--- src/rtl/dmem_pkg.sv ---
// Shared encodings for the handshaked data memory.
package dmem_pkg;

  // Operation encoding on the op bus.
  localparam logic [1:0] OP_RD   = 2'b00;
  localparam logic [1:0] OP_WR   = 2'b01;
  localparam logic [1:0] OP_BSET = 2'b10;
  localparam logic [1:0] OP_BCLR = 2'b11;

  // Access sequencer states.
  typedef enum logic [2:0] {
    StIdle,
    StWait,
    StAcc,
    StRmw,
    StDone
  } state_e;

endpackage

--- src/rtl/dmem_array.sv ---
// Storage array: one synchronous write port, one combinational read port, no reset.
module dmem_array #(
  parameter int unsigned DW = 8,
  parameter int unsigned AW = 4
) (
  input  logic          clk,
  input  logic          we,
  input  logic [AW-1:0] waddr,
  input  logic [DW-1:0] wdata,
  input  logic [AW-1:0] raddr,
  output logic [DW-1:0] rdata
);

  localparam int unsigned Depth = 2 ** AW;

  logic [DW-1:0] mem [Depth];

  // Synchronous write; contents are left uninitialised.
  always_ff @(posedge clk) begin
    if (we) mem[waddr] <= wdata;
  end

  assign rdata = mem[raddr];

endmodule

--- src/rtl/data_mem_hs.sv ---
// Data memory with req/ack handshake, programmable wait states and atomic bit-set/clear.
module data_mem_hs
  import dmem_pkg::*;
#(
  parameter int unsigned DW   = 8,
  parameter int unsigned AW   = 4,
  parameter int unsigned WAIT = 1
) (
  input  logic          clk,
  input  logic          rst,
  input  logic          req,
  input  logic [1:0]    op,
  input  logic [AW-1:0] addr,
  input  logic [DW-1:0] din,
  output logic          ack,
  output logic          busy,
  output logic [DW-1:0] dout
);

  // First count loaded on acceptance; unused when WAIT is zero.
  localparam logic [3:0] WaitInit = (WAIT == 0) ? 4'd0 : 4'(WAIT - 1);

  state_e        state_q, state_d;
  logic [3:0]    cnt_q, cnt_d;
  logic [1:0]    op_q;
  logic [AW-1:0] addr_q;
  logic [DW-1:0] din_q;
  logic [DW-1:0] dout_q, dout_d;
  logic          cap;
  logic          we;
  logic [DW-1:0] wdata;
  logic [DW-1:0] rdata;

  dmem_array #(
    .DW(DW),
    .AW(AW)
  ) u_array (
    .clk  (clk),
    .we   (we),
    .waddr(addr_q),
    .wdata(wdata),
    .raddr(addr_q),
    .rdata(rdata)
  );

  // Next-state, counter, memory write and result selection.
  always_comb begin
    state_d = state_q;
    cnt_d   = cnt_q;
    dout_d  = dout_q;
    cap     = 1'b0;
    we      = 1'b0;
    wdata   = din_q;
    unique case (state_q)
      StIdle: begin
        if (req) begin
          cap = 1'b1;
          if (WAIT == 0) begin
            state_d = StAcc;
          end else begin
            state_d = StWait;
            cnt_d   = WaitInit;
          end
        end
      end
      StWait: begin
        if (cnt_q == 4'd0) state_d = StAcc;
        else               cnt_d   = cnt_q - 4'd1;
      end
      StAcc: begin
        case (op_q)
          OP_RD: begin
            dout_d  = rdata;
            state_d = StDone;
          end
          OP_WR: begin
            we      = 1'b1;
            wdata   = din_q;
            dout_d  = din_q;
            state_d = StDone;
          end
          default: begin
            // Old value parks in dout so RMW needs no extra register.
            dout_d  = rdata;
            state_d = StRmw;
          end
        endcase
      end
      StRmw: begin
        wdata   = (op_q == OP_BSET) ? (dout_q | din_q) : (dout_q & ~din_q);
        we      = 1'b1;
        dout_d  = wdata;
        state_d = StDone;
      end
      StDone: begin
        state_d = StIdle;
      end
      default: begin
        state_d = StIdle;
      end
    endcase
  end

  // State, counter, result and operand capture registers.
  always_ff @(posedge clk or posedge rst) begin
    if (rst) begin
      state_q <= StIdle;
      cnt_q   <= 4'd0;
      dout_q  <= '0;
      op_q    <= OP_RD;
      addr_q  <= '0;
      din_q   <= '0;
    end else begin
      state_q <= state_d;
      cnt_q   <= cnt_d;
      dout_q  <= dout_d;
      if (cap) begin
        op_q   <= op;
        addr_q <= addr;
        din_q  <= din;
      end
    end
  end

  assign ack  = (state_q == StDone);
  assign busy = (state_q != StIdle);
  assign dout = dout_q;

endmodule

--- config.mk ---
export PLATFORM = sky130hd
export DESIGN_NAME = data_mem_hs
export DESIGN_NICKNAME = d
export VERILOG_FILES = /design/src/rtl/dmem_pkg.sv /design/src/rtl/dmem_array.sv /design/src/rtl/data_mem_hs.sv
export SDC_FILE = /design/constraint.sdc
export NUM_CORES = 1
export LEC_CHECK = 0
export BUFFER_PORTS_ARGS = -buffer_cell sky130_fd_sc_hd__buf_4
export CAP_MARGIN = 30
export CORE_MARGIN = 2
export CORE_UTILIZATION = 38
export CTS_CLUSTER_SIZE = 8
export DETAILED_ROUTE_END_ITERATION = 8
export GPL_TIMING_DRIVEN = 0
export SLEW_MARGIN = 20
export SYNTH_ARGS = -nofsm -noshare
export SYNTH_HDL_FRONTEND = slang
export SYNTH_SLANG_ARGS = --single-unit
--- constraint.sdc ---
create_clock -name clk -period 4.1 [get_ports clk]
set_clock_uncertainty 0.1 [all_clocks]
set_input_delay 0.82 -clock clk [delete_from_list [all_inputs] [get_ports clk]]
set_output_delay 0.82 -clock clk [all_outputs]
set_load 0.005 [all_outputs]
==> results.cfg <==
[synthesis]
ys_warn_count = 0
synth-seq-area-share_pct = 69.0
synth.area.mux_share_pct = 12.8
synth_edf_count = 128
synth-compound-area-share_pct = 8.03
syn_avg_cell_area_um2 = 15.2
syn_nets = 456
synth_top_family_by_area = multiplexers
synth-main-ff-cell = edfxtp_1
syn-cell-area_um2 = 6630
synth_xor_area_share_pct = 0
synthSimpleGateAreaFrac_pct = 7.33
synthDistinctLibCells = 47
async_flop_share_pct = 18.5
synthAdderAreaFrac_pct = 0.378
synth_cells = 437
ys_seq_elements = 157

[placed_design]
place_ws_ns = 1.27
gp_congestion = 0.795
dpl.hpwl_um = 9800
dp.cells = 690
postPlaceCellArea_um2 = 7140
port_buffers = 26

[drt]
wl_per_cell_um = 20.3
vias_per_cell = 5.40
maxUsedRoutingLayer = met4
dr_wl_met2_um = 7060
firstDrtPassIters = 5
drt-initial-drc-count = 433
routed_wl_um = 14700
m1WireLength_um = 6370
drc = 0
wl_met3_um = 1040
vias = 3921
ant_nets = 0

[cells_and_area]
final_util_pct = 45.4
final_cell_mix = edfxtp_1, buf_4, nor2_1, mux2i_1, dfrtp_1
fin_cells = 726
layout_commonest_cell = edfxtp_1
final_area_um2 = 7790
syn2layout_area_growth_pct = 17.6
diodes = 0
final_nets = 507
drive_gt1_share_pct = 19.4

[cts]
clkSinkCount = 157
post_cts_buffers = 0
cts_buffers = 17
cts_root_buffer = clkbuf_16
tritoncts = built
path_clk_slew_ns = 0.06
cts_max_path_buffers = 2
postCtsResizedCells = 0
worstSkewPairLatency_ns = 0.43
h-tree-depth = 4
ctsHoldBuffers = 0

[floorplanning]
die_w_um = 136
std_cell_rows = 48
die_area_um2 = 18500
initial_utilization_pct = 38.6
die_height_um = 136
io-pin-count = 27
coreArea_um2 = 17200

[setup_path]
critPathMaxFanout = 10
cp_slowest_cell = clkbuf_1
arrival_ns = 1.98
cp_cell_sequence = clkbuf_1, inv_2, clkbuf_1, and3_1, buf_4
crit_top_cell = clkbuf_1
critical_path_class = flip-flop to output pin
crit_path_end_kind = output pin
cp-start-kind = flip-flop
crit_required_ns = 3.18
slowest_delay_ns = 0.41

[timing]
maxSlewViolCount = 0
holdWs_ns = 0.379
min_period_over_period_pct = 70.8
slew_headroom_pct = 35.4
tns_ns = 0
setup_slack_ns = 1.20
hold_viol = 0
worst_pin_slew_ns = 0.966
setup_viol = 0
layout_min_cycle_time_ns = 2.90
rsz0062_at_grt = no
max_freq_ghz = 0.345

[grt]
grt_overflow = 0
grt_pass1_vias = 3886
track_usage_pct = 17.0
antenna_found_initial = 0
grt_pass1_wl_um = 22500
grt_max_degree = 30

[power_and_ir_drop]
finalPower_mw = 5.82
power_density_nw_per_um2 = 747
peakVddDrop_v = 0.000320
p_leak_nw = 2.78

[flow_run]
maxCapViolCount = 0

[hold_path]
min_path_type = primary input to asynchronous set/reset pin

[run_status]
status = finished clean
-- cells in the mapped netlist (2+ instances only) --
cell type	count	area, um^2
nand3_1	3	15.0
nor4_1	6	37.5
buf_2	10	50.1
a22o_1	8	70.1
clkbuf_1	9	33.8
o221ai_1	2	17.5
mux4_2	10	225
o31ai_1	2	15.0
o21ai_1	17	85.1
or2_1	2	12.5
edfxtp_1	128	3840
and3_1	2	12.5
buf_1	2	7.51
o21ai_0	17	85.1
mux4_1	5	131
inv_1	8	30.0
a21oi_1	9	45.0
a22oi_1	6	45.0
nand2_1	25	93.8
nor3b_1	4	30.0
nor2_1	30	113
mux2_2	6	67.6
nand2b_1	12	75.1
dfrtp_1	29	726
mux2_1	12	135
a31oi_1	9	56.3
ha_1	2	25.0
mux2i_1	29	290
nor3_1	3	15.0
o22ai_1	11	68.8
nor2b_1	3	18.8
-- report_power, final --
part | total, mW | leakage, nW | internal (mW) | switching (mW)
sequential | 2.28 | 1.52 | 2.13 | 0.147
combinational | 1.90 | 0.968 | 0.731 | 1.17
clock | 1.65 | 0.299 | 1.02 | 0.628
-- logic make-up after synthesis --
kind of cell,after synthesis
flip-flops,157
AND/OR/NAND/NOR,97
AO/OA/AOI/OAI,86
multiplexers,62
buffers and inverters,33
adder cells (fa/ha/maj),2
-- state kept, by name, indices dropped and copies added (netlist names) --
signal	cells
addr_q	4
din_q	8
dout	8
cnt_q	4
u_array.mem	128
op_q	2
state_q	3
-- critical path: cells and delay by family, from the launching register on --
kind          cells  cell delay [ns]
buf+inv           4             0.94
flops             1             0.35
simple gates      1             0.25
-- path summary, 6_finish.rpt --
check                      startpoint                end  slack (ns)  cells after the start
max in group asynchronous         rst           din_q[4]        3.09                      2
min in group clk             cnt_q[1]           cnt_q[1]        0.48                      2
hold reg to reg              cnt_q[1]           cnt_q[1]        0.48                      2
setup / recovery           state_q[0]                ack        1.20                      5
hold / removal                    rst          addr_q[3]        0.38                      2
setup reg to reg           state_q[2]  u_array.mem[6][0]        1.29                      6
-- final cells by class --
class | count | area (um^2)
multi-input cells | 247 | 1920
well taps | 225 | 282
clock inverters | 13 | 186
repair buffers | 32 | 240
plain buffers | 24 | 130
flip-flops and latches | 157 | 4570
clock buffers | 19 | 433
inverters | 9 | 33.8
fillers | 1503 | 9390
-- per-layer routing --
metal | up-vias | global-route usage [%]
li1 | 1807 | -
met1 | 1955 | 22.7
met2 | 141 | 27.0
met3 | 18 | 4.40
met4 | 0 | 5.84
met5 | - | 0
Note: power is estimated with default switching activity, not from simulation.
